### src/rtl/mem_ctrl_pkg.sv
// Shared encodings for the byte-serial RAM port sequencer.
package mem_ctrl_pkg;

    localparam logic [1:0] MEM_LEN_BYTE = 2'b00;
    localparam logic [1:0] MEM_LEN_HALF = 2'b01;
    localparam logic [1:0] MEM_LEN_WORD = 2'b10;

    localparam int RAM_DW = 8;

    localparam logic WRITE_ENABLE  = 1'b1;
    localparam logic WRITE_DISABLE = 1'b0;

    typedef enum logic {
        OWN_IF  = 1'b0,
        OWN_MEM = 1'b1
    } owner_e;

    // Length code 11 is treated as a word access.
    function automatic logic [2:0] len_bytes(input logic [1:0] len);
        case (len)
            MEM_LEN_BYTE: len_bytes = 3'd1;
            MEM_LEN_HALF: len_bytes = 3'd2;
            default:      len_bytes = 3'd4;
        endcase
    endfunction

endpackage

### src/rtl/mem_ctrl.sv
// Arbitrates the 8-bit RAM port between IF and MEM, splitting each access
// into byte transfers and assembling read bytes little-endian.
module mem_ctrl
    import mem_ctrl_pkg::*;
#(
    parameter int RAM_AW = 32
) (
    input  logic              clk,
    input  logic              rst,
    input  logic              if_req,
    input  logic [31:0]       if_addr,
    output logic [31:0]       if_data,
    output logic              if_done,
    input  logic              mem_req,
    input  logic              mem_we,
    input  logic [1:0]        mem_len,
    input  logic [31:0]       mem_addr,
    input  logic [31:0]       mem_wdata,
    output logic [31:0]       mem_rdata,
    output logic              mem_done,
    output logic              stallreq_if,
    output logic              stallreq_mem,
    output logic [RAM_AW-1:0] ram_a,
    output logic              ram_wr,
    output logic [RAM_DW-1:0] ram_dout,
    input  logic [RAM_DW-1:0] ram_din
);

    typedef enum logic [1:0] {
        ST_IDLE  = 2'd0,
        ST_READ  = 2'd1,
        ST_WRITE = 2'd2
    } state_e;

    state_e            state_q, state_d;
    logic [2:0]        cnt_q, cnt_d;
    logic [2:0]        n_q, n_d;
    logic [RAM_AW-1:0] base_q, base_d;
    logic [31:0]       wdata_q, wdata_d;
    owner_e            owner_q, owner_d;
    logic [31:0]       rbuf_q, rbuf_d;
    logic [31:0]       if_data_q, if_data_d;
    logic [31:0]       mem_rdata_q, mem_rdata_d;
    logic              if_done_q, if_done_d;
    logic              mem_done_q, mem_done_d;
    logic [1:0]        lane;

    always_comb begin
        state_d     = state_q;
        cnt_d       = cnt_q;
        n_d         = n_q;
        base_d      = base_q;
        wdata_d     = wdata_q;
        owner_d     = owner_q;
        rbuf_d      = rbuf_q;
        if_data_d   = if_data_q;
        mem_rdata_d = mem_rdata_q;
        if_done_d   = 1'b0;
        mem_done_d  = 1'b0;
        ram_a       = '0;
        ram_wr      = WRITE_DISABLE;
        ram_dout    = '0;
        lane        = cnt_q[1:0] - 2'd1;

        case (state_q)
            ST_IDLE: begin
                // A done pulse blocks acceptance so a still-held request is not taken twice.
                if (!if_done_q && !mem_done_q) begin
                    if (mem_req) begin
                        base_d  = mem_addr[RAM_AW-1:0];
                        n_d     = len_bytes(mem_len);
                        wdata_d = mem_wdata;
                        owner_d = OWN_MEM;
                        cnt_d   = 3'd0;
                        rbuf_d  = '0;
                        state_d = mem_we ? ST_WRITE : ST_READ;
                    end else if (if_req) begin
                        base_d  = if_addr[RAM_AW-1:0];
                        n_d     = 3'd4;
                        owner_d = OWN_IF;
                        cnt_d   = 3'd0;
                        rbuf_d  = '0;
                        state_d = ST_READ;
                    end
                end
            end
            ST_READ: begin
                if (cnt_q != n_q) ram_a = base_q + RAM_AW'(cnt_q);
                if (cnt_q != 3'd0) rbuf_d[{lane, 3'b000} +: 8] = ram_din;
                if (cnt_q == n_q) begin
                    if (owner_q == OWN_MEM) begin
                        mem_rdata_d = rbuf_d;
                        mem_done_d  = 1'b1;
                    end else if (if_req) begin
                        if_data_d = rbuf_d;
                        if_done_d = 1'b1;
                    end
                    cnt_d   = 3'd0;
                    state_d = ST_IDLE;
                end else begin
                    cnt_d = cnt_q + 3'd1;
                end
            end
            ST_WRITE: begin
                ram_wr   = WRITE_ENABLE;
                ram_a    = base_q + RAM_AW'(cnt_q);
                ram_dout = wdata_q[{cnt_q[1:0], 3'b000} +: 8];
                if (cnt_q == n_q - 3'd1) begin
                    mem_done_d = 1'b1;
                    cnt_d      = 3'd0;
                    state_d    = ST_IDLE;
                end else begin
                    cnt_d = cnt_q + 3'd1;
                end
            end
            default: state_d = ST_IDLE;
        endcase
    end

    always_ff @(posedge clk or posedge rst) begin
        if (rst) begin
            state_q     <= ST_IDLE;
            cnt_q       <= '0;
            n_q         <= '0;
            base_q      <= '0;
            wdata_q     <= '0;
            owner_q     <= OWN_IF;
            rbuf_q      <= '0;
            if_data_q   <= '0;
            mem_rdata_q <= '0;
            if_done_q   <= 1'b0;
            mem_done_q  <= 1'b0;
        end else begin
            state_q     <= state_d;
            cnt_q       <= cnt_d;
            n_q         <= n_d;
            base_q      <= base_d;
            wdata_q     <= wdata_d;
            owner_q     <= owner_d;
            rbuf_q      <= rbuf_d;
            if_data_q   <= if_data_d;
            mem_rdata_q <= mem_rdata_d;
            if_done_q   <= if_done_d;
            mem_done_q  <= mem_done_d;
        end
    end

    assign if_data      = if_data_q;
    assign if_done      = if_done_q;
    assign mem_rdata    = mem_rdata_q;
    assign mem_done     = mem_done_q;
    assign stallreq_if  = if_req & ~if_done_q;
    assign stallreq_mem = mem_req & ~mem_done_q;

endmodule

### config.mk
export PLATFORM = sky130hd
export DESIGN_NAME = mem_ctrl
export DESIGN_NICKNAME = d
export VERILOG_FILES = /design/src/rtl/mem_ctrl_pkg.sv /design/src/rtl/mem_ctrl.sv
export SDC_FILE = /design/constraint.sdc
export NUM_CORES = 1
export LEC_CHECK = 0
export ABC_AREA = 1
export CAP_MARGIN = 40
export CORE_ASPECT_RATIO = 1.2
export CORE_MARGIN = 5
export CORE_UTILIZATION = 38
export CTS_CLUSTER_DIAMETER = 200
export DETAILED_ROUTE_END_ITERATION = 10
export PLACE_DENSITY = 0.62
export SLEW_MARGIN = 10
export SYNTH_ARGS = -nofsm -noshare
export SYNTH_HDL_FRONTEND = slang
export SYNTH_SLANG_ARGS = --single-unit
### constraint.sdc
create_clock -name clk -period 10.2 [get_ports clk]
set_input_delay 2.04 -clock clk [delete_from_list [all_inputs] [get_ports clk]]
set_output_delay 2.04 -clock clk [all_outputs]
set_load 0.05 [all_outputs]
# ---- Yosys cells after proc, flatten, opt, wreduce, memory -nomap -nowiden
# Index checks and enable logic that the tools add are counted.
dict set report totals {
  inputBits 111
  mem_bits_rw 0
  n_memories 0
  mem_bits_ro 0
  latchBits 0
  ff_bits 171
}
dict set report op_classes {
  shifts 3
  n_eq_ne 10
  n_addsub 5
  bitwise_logic 5
  n_lt_le_gt_ge 0
  n_reduce_logical 16
  div 0
  mul 0
  n_mux 38
}
# op n
set op_table {}
lappend op_table {{32-bit 2-to-1 mux} 7}
lappend op_table {{32-bit case mux with 2 select lines} 2}
lappend op_table {{32-bit by 3-bit adder with 32-bit output} 1}
lappend op_table {{32-bit bitwise mux} 1}
lappend op_table {{8-bit by 7-bit variable shift with 32-bit output, first input constant} 1}
lappend op_table {{32-bit by 6-bit variable part select with 8-bit output} 1}
lappend op_table {{8-bit by 7-bit variable part select with 32-bit output} 1}
lappend op_table {{3-bit 2-to-1 mux} 7}
lappend op_table {{3-bit AND reduction} 5}
lappend op_table {{2-bit 2-to-1 mux} 6}
lappend op_table {{1-bit 2-to-1 mux} 10}
lappend op_table {{3-bit case mux with 3 select lines} 1}
lappend op_table {{8-bit 2-to-1 mux} 1}
lappend op_table {{4-bit AND reduction} 2}
lappend op_table {{5-bit negation with 7-bit output} 1}
lappend op_table {{3-bit == test} 2}
lappend op_table {{2-bit != test, second input constant} 3}
lappend op_table {{2-bit case mux with 3 select lines} 1}
lappend op_table {{3-bit case mux with 2 select lines} 1}
lappend op_table {{3-bit nonzero test} 2}
lappend op_table {{2-bit by 1-bit == test with 1-bit output, second input constant} 2}
lappend op_table {{2-bit logical NOT} 2}
lappend op_table {{2-bit nonzero test} 2}
lappend op_table {{3-bit by 1-bit adder with 3-bit output, second input constant} 1}
lappend op_table {{other kinds (10)} 14}

# ---- Longest topological paths before layout
dict set report logic_depth {
  ltp_word 6
  mapped_depth 12
}

# ---- Least setup slack after synthesis
# Ideal clock, no wire load.
dict set report synth_path {
  path_kind {register to output}
  start {reg cnt_q[1]}
  end {out ram_a[12]}
  setup_slack_ns 5.188
  stages_incl_launch_ff 11
  arrival_ns 2.972
  cell_sequence {dfrtp_1 -> buf_2 -> clkinv_1 -> fa_1 -> inv_1 -> nand2_1 -> nand2_1 -> nand2_1 -> nor2_1 -> nor2_1 -> nor3_1}
}
dict set report synth_between {
  elab_chain_cells 3
}
# element line
set synth_rtl {}
lappend synth_rtl {{start: declaration} mem_ctrl.sv:36} ;# logic [2:0] cnt_q, cnt_d;
lappend synth_rtl {{start signal: assignment} mem_ctrl.sv:135} ;# cnt_q <= cnt_d;
lappend synth_rtl {{32-bit by 3-bit adder with 32-bit output or 3-bit != test (tied branches)} {mem_ctrl.sv:88, mem_ctrl.sv:106}}
lappend synth_rtl {{32-bit 2-to-1 mux} mem_ctrl.sv:88} ;# if (cnt_q != n_q) ram_a = base_q + RAM_AW'(cnt_q);
lappend synth_rtl {{32-bit case mux with 2 select lines (*)} mem_ctrl.sv:65} ;# case (state_q)
lappend synth_rtl {{end: declaration} mem_ctrl.sv:23} ;# output logic [RAM_AW-1:0] ram_a,
# Mark *: on every way between the ends. The rest lies on a longest branch, timed or not.

# ---- Final worst setup path
dict set report layout_path {
  start {in mem_req}
  end {out stallreq_mem}
}
dict set report layout_between {
  elab_chain_cells 1
}
# element line
set layout_rtl {}
lappend layout_rtl {{start: declaration} mem_ctrl.sv:14} ;# input logic mem_req,
lappend layout_rtl {{1-bit bitwise AND} mem_ctrl.sv:153} ;# assign stallreq_mem = mem_req & ~mem_done_q;
lappend layout_rtl {{end: declaration} mem_ctrl.sv:22} ;# output logic stallreq_mem,
# No other way between the ends.

==> key figures <==
Status
  – Outcome: completed

Pwr
  – Switching Fraction: 0.462
  – Switching pwr: 0.00152 W
  – Overall Power: 0.00330 W
  – Worst VDD drop: approximately 0.15 mV
  – Sequential power share: 0.319
  – Comb pwr share: 0.480
  – Clock share of power: 0.201
  – Internal Power: 0.00177 W
  – P_leak: between 5 and 6 nW
  – Power per cell area: about 270 nW/um2

Global routing
  – GRT Total Usage: 0.189
  – Total gr overflow: 0
  – Met1 Use GR: 0.238
  – Met3 Use GR: 0.0401
  – Global-route wire length before repair: 41.3 mm
  – Pin count of the biggest net entering global routing: 68
  – Met2 Resource Use GR: 0.327
  – Antenna violations before repair: 2
  – Global route hottest layer: met2
  – Vias in the first global route: roughly 7900

Yosys
  – Synth warnings: 0
  – Synth area leader: dfrtp_1
  – Synth cell types: 39
  – EDFF count, synth: 0
  – Post-Syn Nets: 1256
  – Avg Cell Area, Syn: 8.09 um2
  – Synthesized cell area: 9150 um2
  – Fraction of registers with async set/reset: 1.00
  – Mapped Cells: 1131
  – FF+latch count, synth: 171
  – Post-synthesis sequential area ratio: 0.468
  – Top FF cell, synth: dfrtp_1
  – Post-synth top area share: 0.468
  – Synth area leaders: dfrtp_1 (47%), nand2_1 (12%), nor2_1 (7.2%)
  – Commonest cells post-synth: nand2_1 (285), nor2_1 (176), dfrtp_1 (171)
  – Count leader, synth: nand2_1

Worst setup path
  – Data required, critical path: around 8.2 ns
  – Worst stage delay on the critical path: 0.82 ns
  – Startpoint types: primary input
  – CP arrival: 4.17 ns
  – Cells on worst reg2reg path: 6
  – Critical path type: in2out
  – Slowest CP cell: clkdlybuf4s50_1
  – Crit-path max FO: 67
  – Worst setup EP type: output pin
  – CP cell instances: buf_2 -> buf_4 -> inv_2 -> nor2_1 -> clkdlybuf4s50_1

Timing
  – Crit share post-route: 0.609
  – Achievable Freq: 161 MHz
  – Count of final setup violators: 0
  – Final min period: 6.21 ns
  – Final hold vios: 0
  – Slew Viols, Final: 0
  – Final setup margin: between 3 and 4 ns
  – RSZ-0062 raised after global routing: false
  – Rel. slew slack: 0.472
  – Clk_skew: 0.0125 ns
  – Actual slew at the worst max-slew pin: 0.792 ns
  – TNS Setup: 0 ns

Placed design
  – Port buffer count: 219
  – Pre-CTS setup slack: a little under 4 ns
  – Routability cong.: 0.860
  – Placed inst area: approximately 12000 um2
  – Detail Placement HPWL: between 15 and 20 mm
  – Placed Cells: between 1500 and 2000

Routing
  – DRC: 0
  – Pre-antenna DRT Iters: 5
  – Wire length after detailed routing: ~26 mm
  – Drt wl/cell: 15.4 um
  – Initial drt markers: 483
  – Post-route ant nets: 0
  – Via count: 8057
  – Via density: 4.86

Clock network
  – Num CTS Buffers: 17
  – Hold-fix buffers, CTS: 0
  – Max clock buf depth: 2
  – Worst-Skew Late Latency: 0.42 ns
  – Root buffer cell: clkbuf_16
  – Worst-path clk slew: 0.07 ns
  – CTS Sinks: 171
  – CTS H-tree depth: 4
  – Postcts setup bufs: 0
  – Count of cells resized by post-cts repair: 0
  – CTS tree: yes

Cells and area
  – Post-Layout Cell Count: 1658
  – Final Cell Area: 12100 um2
  – Fin nets: about 1400
  – Reg area: 4280 um2
  – Area Growth Syn to Fin: 32.8%
  – FILL cells: 2326
  – Multi-input gate area: 4160 um2
  – Layout cells sized above 1: 0.0868

Flow run
  – Max Cap Viol: 0

Floorplan
  – Die ar.: 27300 um2
  – Chip height: 180 um
  – Core ar.: roughly 24000 um2
  – Chip width: approximately 150 um
  – Top-level I/O count: 220
  – Starting density of the core: 0.384
  – Row count: between 60 and 70

Min path
  – Hold Crit Class: reg2reg
  – Hold path cells: 2
[worst max-delay path: cells and delay by family]
| kind | cells | cell delay, ns |
|---|---|---|
| buffers and inverters | 4 | 1.90 |
| and+or+nand+nor | 1 | 0.19 |
[layout by cell type (no fill, tap or decap), types with 3 or more instances in the layout]
| cell type | Yosys | routed |
|---|---|---|
| buf_16 | 0 | 4 |
| ha_1 | 13 | 13 |
| nor2_2 | 6 | 6 |
| inv_8 | 0 | 4 |
| o21ai_1 | 31 | 31 |
| nand3_1 | 57 | 57 |
| o31ai_1 | 4 | 4 |
| nor2_1 | 176 | 176 |
| or2_2 | 3 | 3 |
| clkdlybuf4s50_1 | 0 | 218 |
| clkbuf_16 | 0 | 17 |
| dfrtp_1 | 171 | 171 |
| nand4_1 | 7 | 7 |
| inv_6 | 0 | 3 |
| nand2_2 | 5 | 6 |
| nor3_1 | 42 | 42 |
| buf_4 | 1 | 6 |
| a21oi_1 | 30 | 30 |
| nand3_2 | 3 | 3 |
| clkinv_4 | 0 | 3 |
| mux2i_1 | 16 | 16 |
| o21ai_0 | 35 | 35 |
| xnor2_1 | 6 | 6 |
| o21ai_2 | 19 | 19 |
| nand2_1 | 285 | 284 |
| inv_1 | 81 | 80 |
| xor2_1 | 7 | 7 |
| o22ai_1 | 33 | 33 |
| o31ai_2 | 28 | 28 |
[layer usage]
layer | vias to the layer above | wire length [um]
met5 | - | 0
met4 | 0 | 351
li1 | 4099 | -
met3 | 19 | 1370
met2 | 174 | 13200
met1 | 3765 | 10700
[power by group through the flow]
stage	sequential (W)	combinational [W]	clock [W]
after floorplan	0.00124	0.000947	0
after global placement	0.00106	0.00155	0
after detailed placement	0.00107	0.00159	0
after CTS	0.00106	0.00159	0.000679
after global routing	0.00108	0.00172	0.000707
final	0.00105	0.00158	0.000662
[worst paths after layout]
check	start	endpoint	slack (ns)
worst max-delay path	mem_req	stallreq_mem	3.99
worst min-delay path	wdata_q[14]	wdata_q[14]	0.47
worst max register to register	cnt_q[1]	mem_rdata[19]	7.14
worst min register to register	wdata_q[14]	wdata_q[14]	0.47
max in group asynchronous	rst	mem_rdata[26]	7.01
min in group asynchronous	rst	mem_rdata[1]	2.00
[cell type report]
type	count	area share
flip-flops and latches	171	0.352
multi-input cells	817	0.343
repair buffers	230	0.194
clock buffers	17	0.0350
well taps	320	0.0330
inverters	86	0.0272
clock inverters	15	0.0150
diodes	2	0.000412
[state kept, by name, indices dropped and copies added, names as in the netlist]
register / flops
base_q: 32
cnt_q: 3
if_data: 32
if_done: 1
mem_done: 1
mem_rdata: 32
n_q: 3
owner_q: 1
rbuf_q: 32
state_q: 2
wdata_q: 32
[cell families (layout without fill, tap and decap cells)]
group | after synthesis | after routing | synth area share
simple gates | 589 | 589 | 0.265
compound gates | 185 | 185 | 0.140
flops | 171 | 171 | 0.468
buf+inv | 143 | 348 | 0.0773
mux | 16 | 16 | 0.0175
fa+ha+maj | 14 | 14 | 0.0200
xor+xnor | 13 | 13 | 0.0124
other cells | 0 | 2 | 0
[per-stage QoR]
step	util	hold slack, ns
final	0.510	0.465
after global placement	0.479	0.448
after CTS	0.509	0.470
after floorplan	-	0.437
after global routing	0.510	0.487
after detailed placement	0.483	0.454
(Power assumes the default switching activity.)
